<file path="src/rtl/transposed_fir_pkg.sv">
// Shared defaults for the transposed-form FIR: sizes, default coefficients
// and the fill-counter type used by the control logic.
package transposed_fir_pkg;

    localparam int P_FIR_ORDER     = 4;
    localparam int P_SAMPLE_SIZE   = 6;
    localparam int P_WEIGHT_SIZE   = 5;
    localparam int P_WORD_SIZE_OUT = 2 * P_SAMPLE_SIZE + 3;

    // Coefficient storage is sized for this many taps; FIR_order must stay below it.
    localparam int MAX_TAPS = 5;

    localparam logic [P_WEIGHT_SIZE-1:0] P_B0 = 5'd3;
    localparam logic [P_WEIGHT_SIZE-1:0] P_B1 = 5'd7;
    localparam logic [P_WEIGHT_SIZE-1:0] P_B2 = 5'd20;
    localparam logic [P_WEIGHT_SIZE-1:0] P_B3 = 5'd7;
    localparam logic [P_WEIGHT_SIZE-1:0] P_B4 = 5'd3;

    typedef logic [2:0] fill_cnt_t;

    function automatic fill_cnt_t fill_limit(input int fir_order);
        return fill_cnt_t'(fir_order + 1);
    endfunction

endpackage

</file>
<file path="src/rtl/transposed_fir_if.sv">
// Sample-in / result-out bundle of the transposed FIR.
interface transposed_fir_if
    import transposed_fir_pkg::*;
#(
    parameter int Sample_size   = P_SAMPLE_SIZE,
    parameter int word_size_out = P_WORD_SIZE_OUT
);
    logic [Sample_size-1:0]   Sample_in;
    logic                     sample_valid;
    logic [word_size_out-1:0] FIR_out;
    logic                     out_valid;
    logic                     filled;

    modport master (
        output Sample_in,
        output sample_valid,
        input  FIR_out,
        input  out_valid,
        input  filled
    );

    modport slave (
        input  Sample_in,
        input  sample_valid,
        output FIR_out,
        output out_valid,
        output filled
    );
endinterface

</file>
<file path="src/rtl/fir_tap.sv">
// One transposed-form tap: registered product of the current sample and a
// partial-sum register fed by the next tap up the chain.
module fir_tap
    import transposed_fir_pkg::*;
#(
    parameter int                     Sample_size   = P_SAMPLE_SIZE,
    parameter int                     weight_size   = P_WEIGHT_SIZE,
    parameter int                     word_size_out = P_WORD_SIZE_OUT,
    parameter logic [weight_size-1:0] coeff         = '0
) (
    input  logic                     clock,
    input  logic                     reset,
    input  logic                     sample_valid,
    input  logic                     prod_valid,
    input  logic [Sample_size-1:0]   sample_in,
    input  logic [word_size_out-1:0] sum_in,
    output logic [word_size_out-1:0] sum_out
);
    localparam int PROD_W = Sample_size + weight_size;

    logic [PROD_W-1:0] prod;

    // Both registers hold while their stage is idle, so input gaps never
    // inject zero samples into the chain.
    always_ff @(posedge clock or negedge reset) begin
        if (!reset) begin
            prod    <= '0;
            sum_out <= '0;
        end else begin
            if (sample_valid)
                prod <= PROD_W'(sample_in) * PROD_W'(coeff);
            if (prod_valid)
                sum_out <= word_size_out'(prod) + sum_in;
        end
    end
endmodule

</file>
<file path="src/rtl/transposed_fir.sv">
// Transposed direct-form FIR: every tap multiplies the newest accepted sample,
// delays live in the adder chain, results emerge two edges after acceptance.
module transposed_fir
    import transposed_fir_pkg::*;
#(
    parameter int                     FIR_order     = P_FIR_ORDER,
    parameter int                     Sample_size   = P_SAMPLE_SIZE,
    parameter int                     weight_size   = P_WEIGHT_SIZE,
    parameter int                     word_size_out = 2 * Sample_size + 3,
    parameter logic [weight_size-1:0] b0            = weight_size'(P_B0),
    parameter logic [weight_size-1:0] b1            = weight_size'(P_B1),
    parameter logic [weight_size-1:0] b2            = weight_size'(P_B2),
    parameter logic [weight_size-1:0] b3            = weight_size'(P_B3),
    parameter logic [weight_size-1:0] b4            = weight_size'(P_B4)
) (
    input  logic             clock,
    input  logic             reset,
    transposed_fir_if.slave  bus
);
    localparam int                     TAPS     = FIR_order + 1;
    localparam fill_cnt_t              FILL_MAX = fill_limit(FIR_order);
    localparam logic [weight_size-1:0] COEF [MAX_TAPS] = '{b0, b1, b2, b3, b4};

    logic                     prod_valid;
    logic                     out_valid;
    logic                     filled;
    fill_cnt_t                fill_cnt;
    logic [word_size_out-1:0] sum [0:TAPS];

    always_ff @(posedge clock or negedge reset) begin
        if (!reset) begin
            prod_valid <= 1'b0;
            out_valid  <= 1'b0;
            fill_cnt   <= '0;
            filled     <= 1'b0;
        end else begin
            prod_valid <= bus.sample_valid;
            out_valid  <= prod_valid;
            if (bus.sample_valid && (fill_cnt != FILL_MAX)) begin
                fill_cnt <= fill_cnt + 3'd1;
                filled   <= ((fill_cnt + 3'd1) == FILL_MAX);
            end
        end
    end

    // The highest tap has no upstream partial sum; tap 0's register is the output.
    assign sum[TAPS] = '0;

    for (genvar k = 0; k < TAPS; k++) begin : g_tap
        fir_tap #(
            .Sample_size  (Sample_size),
            .weight_size  (weight_size),
            .word_size_out(word_size_out),
            .coeff        (COEF[k])
        ) u_tap (
            .clock       (clock),
            .reset       (reset),
            .sample_valid(bus.sample_valid),
            .prod_valid  (prod_valid),
            .sample_in   (bus.Sample_in),
            .sum_in      (sum[k+1]),
            .sum_out     (sum[k])
        );
    end

    assign bus.FIR_out   = sum[0];
    assign bus.out_valid = out_valid;
    assign bus.filled    = filled;
endmodule

</file>
<file path="src/flat_wrapper.sv">
// flat-port wrapper written by rule: the top's interface ports become plain ports
module transposed_fir_flat import transposed_fir_pkg::*;
#(
    parameter int                     FIR_order     = P_FIR_ORDER,
    parameter int                     Sample_size   = P_SAMPLE_SIZE,
    parameter int                     weight_size   = P_WEIGHT_SIZE,
    parameter int                     word_size_out = 2 * Sample_size + 3,
    parameter logic [weight_size-1:0] b0            = weight_size'(P_B0),
    parameter logic [weight_size-1:0] b1            = weight_size'(P_B1),
    parameter logic [weight_size-1:0] b2            = weight_size'(P_B2),
    parameter logic [weight_size-1:0] b3            = weight_size'(P_B3),
    parameter logic [weight_size-1:0] b4            = weight_size'(P_B4)
)
  (clock, reset, bus_Sample_in, bus_sample_valid, bus_FIR_out, bus_out_valid, bus_filled);
  transposed_fir_if #(.Sample_size(Sample_size), .word_size_out(word_size_out)) bus_i ();
  input  logic clock;
  input  logic reset;
  input wire logic [$bits(bus_i.Sample_in)-1:0] bus_Sample_in;
  input wire logic [$bits(bus_i.sample_valid)-1:0] bus_sample_valid;
  output wire logic [$bits(bus_i.FIR_out)-1:0] bus_FIR_out;
  output wire logic [$bits(bus_i.out_valid)-1:0] bus_out_valid;
  output wire logic [$bits(bus_i.filled)-1:0] bus_filled;
  assign bus_i.Sample_in = bus_Sample_in;
  assign bus_i.sample_valid = bus_sample_valid;
  assign bus_FIR_out = bus_i.FIR_out;
  assign bus_out_valid = bus_i.out_valid;
  assign bus_filled = bus_i.filled;
  transposed_fir #(.FIR_order(FIR_order), .Sample_size(Sample_size), .weight_size(weight_size), .word_size_out(word_size_out), .b0(b0), .b1(b1), .b2(b2), .b3(b3), .b4(b4)) u_core (.clock(clock), .reset(reset), .bus(bus_i));
endmodule
</file>
<file path="config.mk">
export PLATFORM = sky130hd
export DESIGN_NAME = transposed_fir_flat
export DESIGN_NICKNAME = d
export VERILOG_FILES = /design/src/rtl/transposed_fir_pkg.sv /design/src/rtl/transposed_fir_if.sv /design/src/rtl/fir_tap.sv /design/src/rtl/transposed_fir.sv /design/src/flat_wrapper.sv
export SDC_FILE = /design/constraint.sdc
export NUM_CORES = 1
export LEC_CHECK = 0
export BUFFER_PORTS_ARGS = -buffer_cell sky130_fd_sc_hd__buf_4
export CORE_ASPECT_RATIO = 1.75
export CORE_MARGIN = 10
export CORE_UTILIZATION = 30
export DETAILED_ROUTE_END_ITERATION = 7
export SLEW_MARGIN = 20
export SYNTH_ARGS = -nofsm -noshare
export SYNTH_HDL_FRONTEND = slang
export SYNTH_SLANG_ARGS = --single-unit
</file>
<file path="constraint.sdc">
create_clock -name clock -period 2.4 [get_ports clock]
set_clock_uncertainty 0.05 [all_clocks]
set_input_delay 0.48 -clock clock [delete_from_list [all_inputs] [get_ports clock]]
set_output_delay 0.48 -clock clock [all_outputs]
set_load 0.01 [all_outputs]
</file>
* Yosys cells after proc, flatten, opt, wreduce, memory -nomap -nowiden
Cells that the tools add are included.
** Storage, ports and cells
- Register bits after elaboration :: 100
- Bits of input ports :: 9
- Output and inout bits :: 17
- Word-level logic and storage cells :: 23
** Operators by class
- Add/subtract/negate cells :: 5
- Multiply operators :: 3
- Eq/ne operators :: 2
- Reduce and logical (&&, ||, !) cells :: 1
** Operator list (number)
- multiplier 6 x 3 -> 9 bit (second input constant) :: 2
- adder 11 x 15 -> 15 bit :: 1
- adder 8 x 15 -> 15 bit :: 1
- adder 9 x 15 -> 15 bit :: 1
- adder 9 x 8 -> 10 bit :: 1
- multiplier 6 x 2 -> 8 bit (second input constant) :: 1
- adder 3 x 1 -> 3 bit (second input constant) :: 1
- equality test 3 bit (second input constant) :: 1
- != test 3 bit (second input constant) :: 1
- logical AND 1 bit :: 1

* Longest topological paths before layout
Gate-level depths: netlist of run 1.
- Depth after elaboration :: 2
- Depth in mapped cells :: 8
- Gate-level depth less buffers :: 8

* Cells and area by module
Synthesis of run 1 repeated with hierarchy kept, for this count alone.
** Second synthesis, totals
- Cell total of the unflattened synthesis :: 803
- Area total of the unflattened synthesis :: 8320.5 µm²
** By module, submodules not included
- fir_tap at u_core.g_tap[0].u_tap ... :: times used 2, cells each 145, area each 1485.2 µm², seq. area each 575.6 µm²
- fir_tap at u_core.g_tap[3].u_tap :: times used 1, cells each 171, area each 1779.2 µm², seq. area each 600.6 µm²
- fir_tap at u_core.g_tap[1].u_tap :: times used 1, cells each 173, area each 1730.4 µm², seq. area each 600.6 µm²
- fir_tap at u_core.g_tap[2].u_tap :: times used 1, cells each 144, area each 1562.7 µm², seq. area each 600.6 µm²
- transposed_fir :: times used 1, cells each 25, area each 277.8 µm², seq. area each 150.1 µm²

* Least setup slack after synthesis of run 1
OpenSTA, ideal clock, no wires.
- Path kind :: input to register
- From :: input bus_Sample_in[0]
- To :: register u_core.g_tap[1].u_tap.prod[6]
- Setup time :: 0.125 ns
- Arrival :: 2.238 ns
- Required time :: 2.225 ns
- Setup slack :: -0.013 ns
- Stages :: 7
- Buffers on the path :: 0
- Cell sequence :: fa_1 ha_1 fa_1 a21o_1 a21oi_1 xnor2_1 mux2_2
** Between the ends
- Word-level cells in the longest chain between the ends :: 1
** Ends and longest elaborated chain
- start, declared :: RTL line flat_wrapper.sv:18 : input wire logic [$bits(bus_i.Sample_in)-1:0] bus_Sample_in;
- multiplier 6 x 3 -> 9 bit :: RTL line fir_tap.sv:31 : prod <= PROD_W'(sample_in) * PROD_W'(coeff);
- end signal, assigned :: RTL line fir_tap.sv:31
- end, declared :: RTL line fir_tap.sv:21 : logic [PROD_W-1:0] prod;
Every way passes these cells.
A chain may end at the register's enable or synchronous reset.

==> results.md, run 1 <==
- Status: complete, no violations
- Leak pwr: 2.83 nW
- # IOs: 26
- IO buf count: 24
- Placed insts: 789
- Crit. End Element: flip-flop
- Routed Antenna Nets: 0
- Top delay family on crit path: compound AO/OA/AOI/OAI gates
- Synth-to-layout area growth: 15.9%
- Library cells used by synthesis: 65
- Area of the multi-input gates: 3250 um2
- R2R setup slack: 90 ps
- Core Rows: 65
- Register Area: 2160 um2
- Initial DRC count: 192
- Core Area: 18,100 um2
- Die ar.: 24,600 um2
- Nets: 644
- ANT cells: 0
- Largest net degree at the start of global routing: 41
- Top post-synthesis cells by count: dfrtp_1, ha_1, a21oi_1, mux2_2, nor2_1
- Crit Path Max Fanout: 5
- Critical-path top delay cell: dfrtp_2
- Cell Pwr Density: 1200 nW/um2
- Crit path buffers/inverters: 0
- Post-synth top area cell: dfrtp_1
- Via count: 4,038
- Minimum clock period after layout: 2310 ps
- FF+latch count, synth: 86
- Max H-tree Level: 3
- Share of cells above drive strength 1: 0.210
- Worst setup endpoint: u_core.g_tap[1].u_tap.sum_out[10]$_DFFE_PN0P_
- Post-synthesis cell area: 5570 um2
- Overflow after GRT: 0
- Ys async rst share: 1.00
- Final Hold Viols: 0
- Final setup margin: 94.8 ps
- Crit path launch: u_core.g_tap[0].u_tap.prod[0]$_DFFE_PN0P_
- Layout fillers: 1,804
- Max Cap Viol: 0
- Placer Congestion: 0.871
- Post-synth top flop: dfrtp_1
- Ys Warns: 0
- Most common cell in the synthesized netlist: dfrtp_1
- Clk Latency, worst-skew pair: 340 ps
- Die Y-Extent: 200 um
- Worst Setup Start Kind: flip-flop
- Synthesized netlist cell count: 526
- First-pass iteration count of the detailed router: 4
- Initial antenna violation count: 0
- Average wire per standard cell: 15.1 um
- Fmax: 434 MHz
- Path length in cells of the critical path: 7
- Vias in the first global route: 4,375
- Peak VDD IR: 0.000395 V
- Cts bufs inserted: 9
- Clock transition at the registers of the reported paths: 60 ps
- DP HPWL: 9480 um
- RSZ-0062 raised after global routing: no
- DRC viols: 0
- Area fraction of the dominant cell type after synthesis: 0.386
- Top cells by area, synth: dfrtp_1, ha_1, mux2_2
- Worst R2R Path Depth: 7
- CP arrival: 2470 ps
- Clock sink count: 86
- First-pass GRT wire length: 21,100 um
- Clock Root Buffer: clkbuf_16
- CP Cell Sequence: ha_1, fa_1, a211oi_1, o211ai_1, and3_1, nand4b_1, o211ai_1
- DR vias/cell: 5.01
- Syn_area_per_cell: 10.6 um2
- Reg-to-Reg End: u_core.g_tap[1].u_tap.sum_out[10]$_DFFE_PN0P_
- Setup Viol. Count Final: 0
- TNS Setup: 0 ps
- HP Class: in2async
- Sequential area share after synthesis: 0.386
- Number of synthesized flops with an enable pin: 0
- Die Width: 123 um
- CTS tree: done
- Worst path most repeated cell: o211ai_1
- Starting Density: 0.307
- Non-Filler Instances: 806
- Max Slew Vio Count: 0
- Pre-CTS setup slack: -193 ps
- WL final: 12,200 um
- Max stage delay on crit path: 440 ps
- Crit path kind: reg2reg
- CTS Buffer Depth: 2
- Worst R2R Start: u_core.g_tap[0].u_tap.prod[0]$_DFFE_PN0P_
- Required @ worst endpoint: 2570 ps
- Tcrit/Tclk final: 0.960
- Syn nets: 603
- GR Util All Layers: 0.104
how the worst min path moves through the flow:
stage / startpoint / endpoint / depth (start not counted) / slack [ps]
floorplan: reset / u_core.bus.filled$_DFFE_PN0P_ / 0 / 130
global placement: u_core.g_tap[1].u_tap.sum_out[3]$_DFFE_PN0P_ / u_core.g_tap[1].u_tap.sum_out[3]$_DFFE_PN0P_ / 1 / 420
detailed placement: reset / u_core.g_tap[0].u_tap.sum_out[3]$_DFFE_PN0P_ / 1 / 430
CTS: reset / u_core.g_tap[2].u_tap.sum_out[0]$_DFFE_PN0P_ / 1 / 70
global route: reset / u_core.g_tap[3].u_tap.sum_out[0]$_DFFE_PN0P_ / 1 / 90
finish: reset / u_core.g_tap[0].u_tap.sum_out[0]$_DFFE_PN0P_ / 1 / 50
cell families after synthesis:
family	count (synthesis)	share of synthesized area
multiplexers	42	0.0854
AO/OA/AOI/OAI	155	0.189
AND/OR/NAND/NOR	100	0.0881
other	1	0.000673
XOR/XNOR	32	0.0503
buffers and inverters	42	0.0312
adder cells (fa/ha/maj)	68	0.169
flip-flops	86	0.386
power breakdown:
group,switching (W),total [W],internal (W)
combinational,0.00206,0.00395,0.00189
clock,0.000563,0.00139,0.000832
sequential,0.000408,0.00240,0.00199
total,0.00303,0.00774,0.00471
stage by stage:
stage               hold slack (ps)  total power (W)  cell area (um2)  utilization
CTS                            67.3          0.00779             6440        0.355
global route                   86.7          0.00841             6450        0.356
global placement                420          0.00623             6140        0.339
floorplan                       134          0.00532             5570            -
finish                         54.2          0.00774             6450        0.356
detailed placement              426          0.00637             6140        0.339
layout by cell type (no fill, tap or decap), drive strengths merged, types with 2 or more instances in the layout:
cell and instances:
clkinv 2, a21o 16, nor2 31, nand2b 4, o21bai 6, xor2 6
xnor2 26, o31ai 4, nand3 3, a21oi 42, o21a 6, o31a 2
nand4b 3, o211ai 10, nand4 4, dfrtp 86, o21ai 29, inv 25
clkbuf 12, ha 56, or2 3, nand2 29, a31oi 5, or3 2
o2bb2ai 2, nor3 6, a211oi 15, o221ai 2, nor3b 3, nor2b 7
fa 12, and3 2, mux2 41, buf 47, o22ai 4
layout make-up:
| type | count | area share |
|---|---|---|
| inverters | 25 | 0.0145 |
| clock buffers | 12 | 0.0382 |
| flip-flops and latches | 86 | 0.334 |
| multi-input cells | 398 | 0.504 |
| repair buffers | 47 | 0.0566 |
| clock inverters | 4 | 0.00737 |
| well taps | 234 | 0.0454 |
sequential cells by signal, indices dropped and copies added (netlist names):
signal	count
u_core.g_tap.u_tap.prod	23
u_core.prod_valid	1
u_core.fill_cnt	3
u_core.bus.filled	1
u_core.g_tap.u_tap.sum_out	57
u_core.bus.out_valid	1
per-layer routing:
layer	share of wire	GRT usage	vias up
li1	-	-	1999
met1	0.41	0.115	1968
met2	0.54	0.187	51
met3	0.028	0.0191	20
met4	0.028	0.0459	0
met5	0	0	-
timing repair:
action | 4_1_cts | 5_1_grt
gates resized for setup | 0 | 4
endpoints found under the hold margin | 0 | 0
hold buffers | 0 | 0
setup buffers | 0 | 1
setup endpoints to repair | 0 | 7
No activity file was read; power rests on OpenSTA's default activity.
==> inputs of run 2 (changes only) <==
Settings changed: CORE_UTILIZATION 30 to 24, RECOVER_POWER set to 100.
==> results.md, run 2 (same netlist as run 1, synthesis figures left out) <==
- First-pass iteration count of the detailed router: 4 (unchanged)
- RSZ-0062 raised after global routing: yes (was no)
- Via count: 4,039 (was 4,038)
- Synth-to-layout area growth: 17.1% (was 15.9%)
- Overflow after GRT: 0 (unchanged)
- Crit path kind: reg2reg (unchanged)
- Fmax: 424 MHz (was 434 MHz)
- Max Slew Vio Count: 0 (unchanged)
- Commonest non-fill, non-tap cell in the layout: dfrtp_1 (unchanged)
- Tcrit/Tclk final: 0.982 (was 0.960)
- Clk Latency, worst-skew pair: 350 ps (was 340 ps)
- Most frequent cells in the layout: dfrtp_1, ha_1, mux2_2 (was dfrtp_1, ha_1, buf_4)
- Max H-tree Level: 3 (unchanged)
- HP Class: in2async (unchanged)
- Initial DRC count: 113 (was 192)
- Biggest regs: u_core.g_tap.u_tap.sum_out x57, u_core.g_tap.u_tap.prod x23, u_core.fill_cnt x3 (unchanged)
- Worst-Margin Slew: 915 ps
- Clock Root Buffer: clkbuf_16 (unchanged)
- Core Rows: 73 (was 65)
- Leak pwr: 2.78 nW (was 2.83 nW)
- Final setup margin: 43.1 ps (was 94.8 ps)
- Starting Density: 0.244 (was 0.307)
- TNS Setup: 0 ps (unchanged)
- Initial antenna violation count: 0 (unchanged)
- WL final: 12,600 um (was 12,200 um)
- Vias in the first global route: 4,245 (was 4,375)
- Average wire per standard cell: 14.4 um (was 15.1 um)
- Nets: 647 (was 644)
- DR vias/cell: 4.62 (was 5.01)
- # IOs: 26 (unchanged)
- Routed Antenna Nets: 0 (unchanged)
- GR Util All Layers: 0.0885 (was 0.104)
- Worst slew margin: 0.390
- Die ar.: 29,900 um2 (was 24,600 um2)
- CTS tree: done (unchanged)
- IO buf count: 24 (unchanged)
- CP arrival: 2540 ps (was 2470 ps)
- Max Cap Viol: 0 (unchanged)
- Most flops, register: u_core.g_tap.u_tap.sum_out (unchanged)
- Largest net degree at the start of global routing: 58 (was 41)
- Minimum clock period after layout: 2360 ps (was 2310 ps)
- Cell Pwr Density: 1210 nW/um2 (was 1200 nW/um2)
- CTS Hold Buffers Added: 0 (unchanged)
- ANT cells: 0 (unchanged)
- Placer Congestion: 0.792 (was 0.871)
- Required @ worst endpoint: 2580 ps (was 2570 ps)
- Worst Setup Start Kind: flip-flop (unchanged)
- Die Y-Extent: 222 um (was 200 um)
- Crit. End Element: flip-flop (unchanged)
- Crit Path Max Fanout: 6 (was 5)
- Clock sink count: 86 (unchanged)
- Core Area: 22,800 um2 (was 18,100 um2)
- First-pass GRT wire length: 21,400 um (was 21,100 um)
- Cts bufs inserted: 9 (unchanged)
- Setup Viol. Count Final: 0 (unchanged)
- Pre-CTS setup slack: -167 ps (was -193 ps)
- DRC viols: 0 (unchanged)
- Clock transition at the registers of the reported paths: 60 ps (about the same)
- Max reg flops: 57 (unchanged)
- DP HPWL: 9900 um (was 9480 um)
- Die Width: 135 um (was 123 um)
- Peak VDD IR: 0.000414 V (was 0.000395 V)
- Status: complete, no violations (unchanged)
- CTS Buffer Depth: 2 (unchanged)
- Final Hold Viols: 0 (unchanged)
- Layout fillers: 2,458 (was 1,804)
- Share of cells above drive strength 1: 0.172 (was 0.210)
-- run 2: cell types whose count changed in the layout (fill, tap and decap cells not counted), moves of 2 or more --
cell	previous run	this run
buf_4	46	23
clkbuf_1	2	24
bufinv_16	1	3
clkbuf_2	0	2
clkbuf_4	0	2
clkinv_2	2	0
-- run 2: worst max-delay path: stages (launching register included) --
cell      delay, ps
dfrtp_2         460
ha_1            240
fa_1            440
a211oi_4        280
o21ai_1         140
a31oi_1         240
xnor2_1         120
mux2_2          270
-- run 2: what timing repair did --
action,CTS,global route
setup buffers,0,0
gates resized for setup,0,4
endpoints found under the setup margin,0,10
-- run 2: final timing paths --
path	from	depth (start not counted)	slack, ps	endpoint
hold / removal	reset	1	210	u_core.g_tap[1].u_tap.sum_out[0]$_DFFE_PN0P_
hold reg to reg	u_core.g_tap[0].u_tap.sum_out[4]$_DFFE_PN0P_	1	430	u_core.g_tap[0].u_tap.sum_out[4]$_DFFE_PN0P_
setup / recovery	u_core.g_tap[0].u_tap.prod[0]$_DFFE_PN0P_	7	40	u_core.g_tap[3].u_tap.sum_out[8]$_DFFE_PN0P_
setup reg to reg	u_core.g_tap[0].u_tap.prod[0]$_DFFE_PN0P_	7	40	u_core.g_tap[3].u_tap.sum_out[8]$_DFFE_PN0P_
min in group clock	u_core.g_tap[0].u_tap.sum_out[4]$_DFFE_PN0P_	1	430	u_core.g_tap[0].u_tap.sum_out[4]$_DFFE_PN0P_
max in group asynchronous	reset	2	790	u_core.prod_valid$_DFF_PN0_
-- run 2: final cells by class --
class / count / area [um2] / area share
inverter: 25 / 93.8 / 0.0144
sequential: 86 / 2150 / 0.330
tap: 300 / 375 / 0.0575
timing repair buffer: 50 / 300 / 0.0460
clock inverter: 5 / 106 / 0.0163
multi-input combinational: 398 / 3260 / 0.500
clock buffer: 11 / 233 / 0.0357
-- run 2: per-stage QoR --
| step | cells | area (um2) | hold WS [ps] | util | power (W) |
|---|---|---|---|---|---|
| 2_1_floorplan | 526 | 5570 | 134 | - | 0.00532 |
| 3_5_place_dp | 859 | 6270 | 423 | 0.275 | 0.00642 |
| 6_report | 875 | 6520 | 209 | 0.286 | 0.00788 |
| 3_3_place_gp | 859 | 6270 | 418 | 0.275 | 0.00632 |
| 5_1_grt | 875 | 6520 | 296 | 0.286 | 0.00860 |
| 4_1_cts | 875 | 6610 | 63.5 | 0.289 | 0.00807 |
-- run 2: layer usage --
layer | part of all wire | global-route usage | up-vias
met1 | 0.42 | 0.0991 | 1979
met4 | 0.019 | 0.0316 | 0
li1 | - | - | 2002
met5 | 0 | 0 | -
met3 | 0.016 | 0.0147 | 15
met2 | 0.54 | 0.161 | 43
-- run 2: power breakdown --
| group | switching, W | total [W] | leakage, nW | internal (W) |
|---|---|---|---|---|
| clock | 0.000588 | 0.00161 | 0.160 | 0.00102 |
| combinational | 0.00208 | 0.00388 | 1.60 | 0.00180 |
| sequential | 0.000401 | 0.00239 | 1.02 | 0.00199 |
==> inputs of run 3 (changes only) <==
Clock period 2.4 ns to 2.6 ns, I/O delays scaled along.
==> results.md, run 3 (same netlist as run 1, synthesis figures left out) <==
- Placer Congestion: 0.785 (was 0.792)
- DRC viols: 0 (unchanged)
- CTS Hold Buffers Added: 0 (unchanged)
- Met1 usage: 0.0947 (was 0.0991)
- Total Power: 0.00707 W (was 0.00788 W)
- DR vias/cell: 4.62 (about the same)
- Reg-to-Reg End: u_core.g_tap[3].u_tap.sum_out[8]$_DFFE_PN0P_ (unchanged)
- Crit. End Element: flip-flop (unchanged)
- Top Usage Layer GRT: met2 (unchanged)
- Pint: 0.00428 W (was 0.00481 W)
- Vias in the first global route: 4,094 (was 4,245)
- # IOs: 26 (unchanged)
- Sw Share: 0.394 (was 0.389)
- Tcrit/Tclk final: 0.916
- RSZ-0062 raised after global routing: no (was yes)
- Worst slew margin: -0.173 (was 0.390)
- CTS tree: done (unchanged)
- Final setup margin: 217 ps (was 43.1 ps)
- CTS Buffer Depth: 2 (unchanged)
- Required @ worst endpoint: 2700 ps (was 2580 ps)
- Failing checks: max-capacitance violations, max-slew violations
- R2R setup slack: 230 ps (was 40 ps)
- CP arrival: 2490 ps (was 2540 ps)
- Crit Path Max Fanout: 2 (was 6)
- Post-CTS Setup Inserts: 0 (unchanged)
- Reg power frac: 0.313 (was 0.303)
- GR Util All Layers: 0.0831 (was 0.0885)
- Worst R2R Path Depth: 7 (unchanged)
- HP Class: in2async (unchanged)
- Fmax: 420 MHz
- Clock Root Buffer: clkbuf_16 (unchanged)
- Average wire per standard cell: 13.9 um (was 14.4 um)
- DP HPWL: 9620 um (was 9900 um)
- Routed Antenna Nets: 0 (unchanged)
- Status: finished with violations (was complete, no violations)
- Cts bufs inserted: 9 (unchanged)
- Most frequent cells in the layout: dfrtp_1, ha_1, a21oi_1 (was dfrtp_1, ha_1, mux2_2)
- # resized after CTS: 0 (unchanged)
- Core Area: 22,800 um2 (unchanged)
- Clock transition at the registers of the reported paths: 70 ps (was 60 ps)
- Worst hold margin: 365 ps (was 209 ps)
- Combinational power share: 0.484 (was 0.493)
- Share of cells above drive strength 1: 0.145 (was 0.172)
- Pre-CTS setup slack: -98.8 ps (was -167 ps)
- Biggest regs: u_core.g_tap.u_tap.sum_out x57, u_core.g_tap.u_tap.prod x23, u_core.fill_cnt x3 (unchanged)
- Die Width: 135 um (unchanged)
- Via count: 4,005 (was 4,039)
- Largest net degree at the start of global routing: 46 (was 58)
- Commonest non-fill, non-tap cell in the layout: dfrtp_1 (unchanged)
- Met3 usage: 0.0111 (was 0.0147)
- Leak pwr: 2.72 nW (was 2.78 nW)
- Most flops, register: u_core.g_tap.u_tap.sum_out (unchanged)
- First-pass GRT wire length: 20,400 um (was 21,400 um)
- Setup Viol. Count Final: 0 (unchanged)
- Initial antenna violation count: 0 (unchanged)
- Clk Latency, worst-skew pair: 340 ps (was 350 ps)
- Initial DRC count: 148 (was 113)
- Met2 Use GR: 0.149 (was 0.161)
- Sw Pwr: 0.00279 W (was 0.00307 W)
- Peak VDD IR: 0.000393 V (was 0.000414 V)
- Max H-tree Level: 3 (unchanged)
- First-pass iteration count of the detailed router: 4 (unchanged)
- Worst Setup Start Kind: input port (was flip-flop)
- Die Y-Extent: 222 um (unchanged)
- Core Rows: 73 (unchanged)
- WL final: 12,100 um (was 12,600 um)
- Max Slew Vio Count: 41 (was 0)
- Max Cap Viol: 1 (was 0)
- Clock share of power: 0.203 (was 0.204)
- ANT cells: 0 (unchanged)
- Final Hold Viols: 0 (unchanged)
- Starting Density: 0.244 (unchanged)
- Clock sink count: 86 (unchanged)
- Non-Filler Instances: 866 (was 875)
- Placed insts: 850 (was 859)
- Worst R2R Start: u_core.g_tap[0].u_tap.prod[0]$_DFFE_PN0P_ (unchanged)
- Cell Pwr Density: 1110 nW/um2 (was 1210 nW/um2)
- Overflow after GRT: 0 (unchanged)
- IO buf count: 24 (unchanged)
- Crit path kind: in2reg (was reg2reg)
- Synth-to-layout area growth: 14.5% (was 17.1%)
- Nets: 638 (was 647)
- Die ar.: 29,900 um2 (unchanged)
- Worst-Margin Slew: 1760 ps (was 915 ps)
- Minimum clock period after layout: 2380 ps
- Max reg flops: 57 (unchanged)
run 3: cell types whose count changed in the layout (fill, tap and decap cells not counted), sizes merged:
cell	previous run	this run
inv	26	29
clkinv	0	1
clkinvlp	1	0
clkbuf	37	38
bufinv	3	2
buf	24	12
run 3: per-layer routing:
layer | routed length [um] | part of all wire
met1 | 5210 | 0.43
met2 | 6390 | 0.53
met3 | 205 | 0.017
met4 | 256 | 0.021
met5 | 0 | 0
run 3: worst max-delay path by stage:
stage	from	end	slack (ps)	cells after the start
2_1_floorplan	bus_Sample_in[0]	u_core.g_tap[1].u_tap.prod[6]$_DFFE_PN0P_	150	7
3_3_place_gp	bus_Sample_in[0]	u_core.g_tap[1].u_tap.prod[8]$_DFFE_PN0P_	-80	9
3_5_place_dp	bus_Sample_in[0]	u_core.g_tap[1].u_tap.prod[8]$_DFFE_PN0P_	-100	9
4_1_cts	u_core.g_tap[0].u_tap.prod[0]$_DFFE_PN0P_	u_core.g_tap[3].u_tap.sum_out[8]$_DFFE_PN0P_	190	7
5_1_grt	u_core.g_tap[0].u_tap.prod[0]$_DFFE_PN0P_	u_core.g_tap[3].u_tap.sum_out[8]$_DFFE_PN0P_	70	7
6_report	bus_Sample_in[0]	u_core.g_tap[1].u_tap.prod[8]$_DFFE_PN0P_	220	9
run 3: critical path: stages:
cell and delay (ps):
clkbuf_1 110, fa_1 480, ha_1 220, fa_1 410, a21o_1 190, a21oi_1 220, o21bai_1 100, a21oi_1 150
a21oi_1 80
run 3: final cells by class:
type	instances	area, um2
Clock buffer	9	225
Clock inverter	7	103
Fill cell	2463	16500
Inverter	25	93.8
Multi-Input combinational cell	398	3220
Sequential cell	86	2150
Tap cell	300	375
Timing Repair Buffer	41	208
run 3: power groups by stage:
stage               Sequential [W]  Clock (W)  Combinational [W]
floorplan                  0.00217          0            0.00274
global placement           0.00223          0            0.00354
detailed placement         0.00225          0            0.00360
CTS                        0.00223    0.00147            0.00362
global route               0.00229    0.00154            0.00389
finish                     0.00221    0.00143            0.00343
run 3: stage by stage:
step / util / setup TNS (ps) / instance area (um2)
5_1_grt: 0.279 / 0 / 6370
3_3_place_gp: 0.270 / -152 / 6170
3_5_place_dp: 0.270 / -198 / 6170
4_1_cts: 0.285 / 0 / 6500
2_1_floorplan: - / 0 / 5570
6_report: 0.279 / 0 / 6370
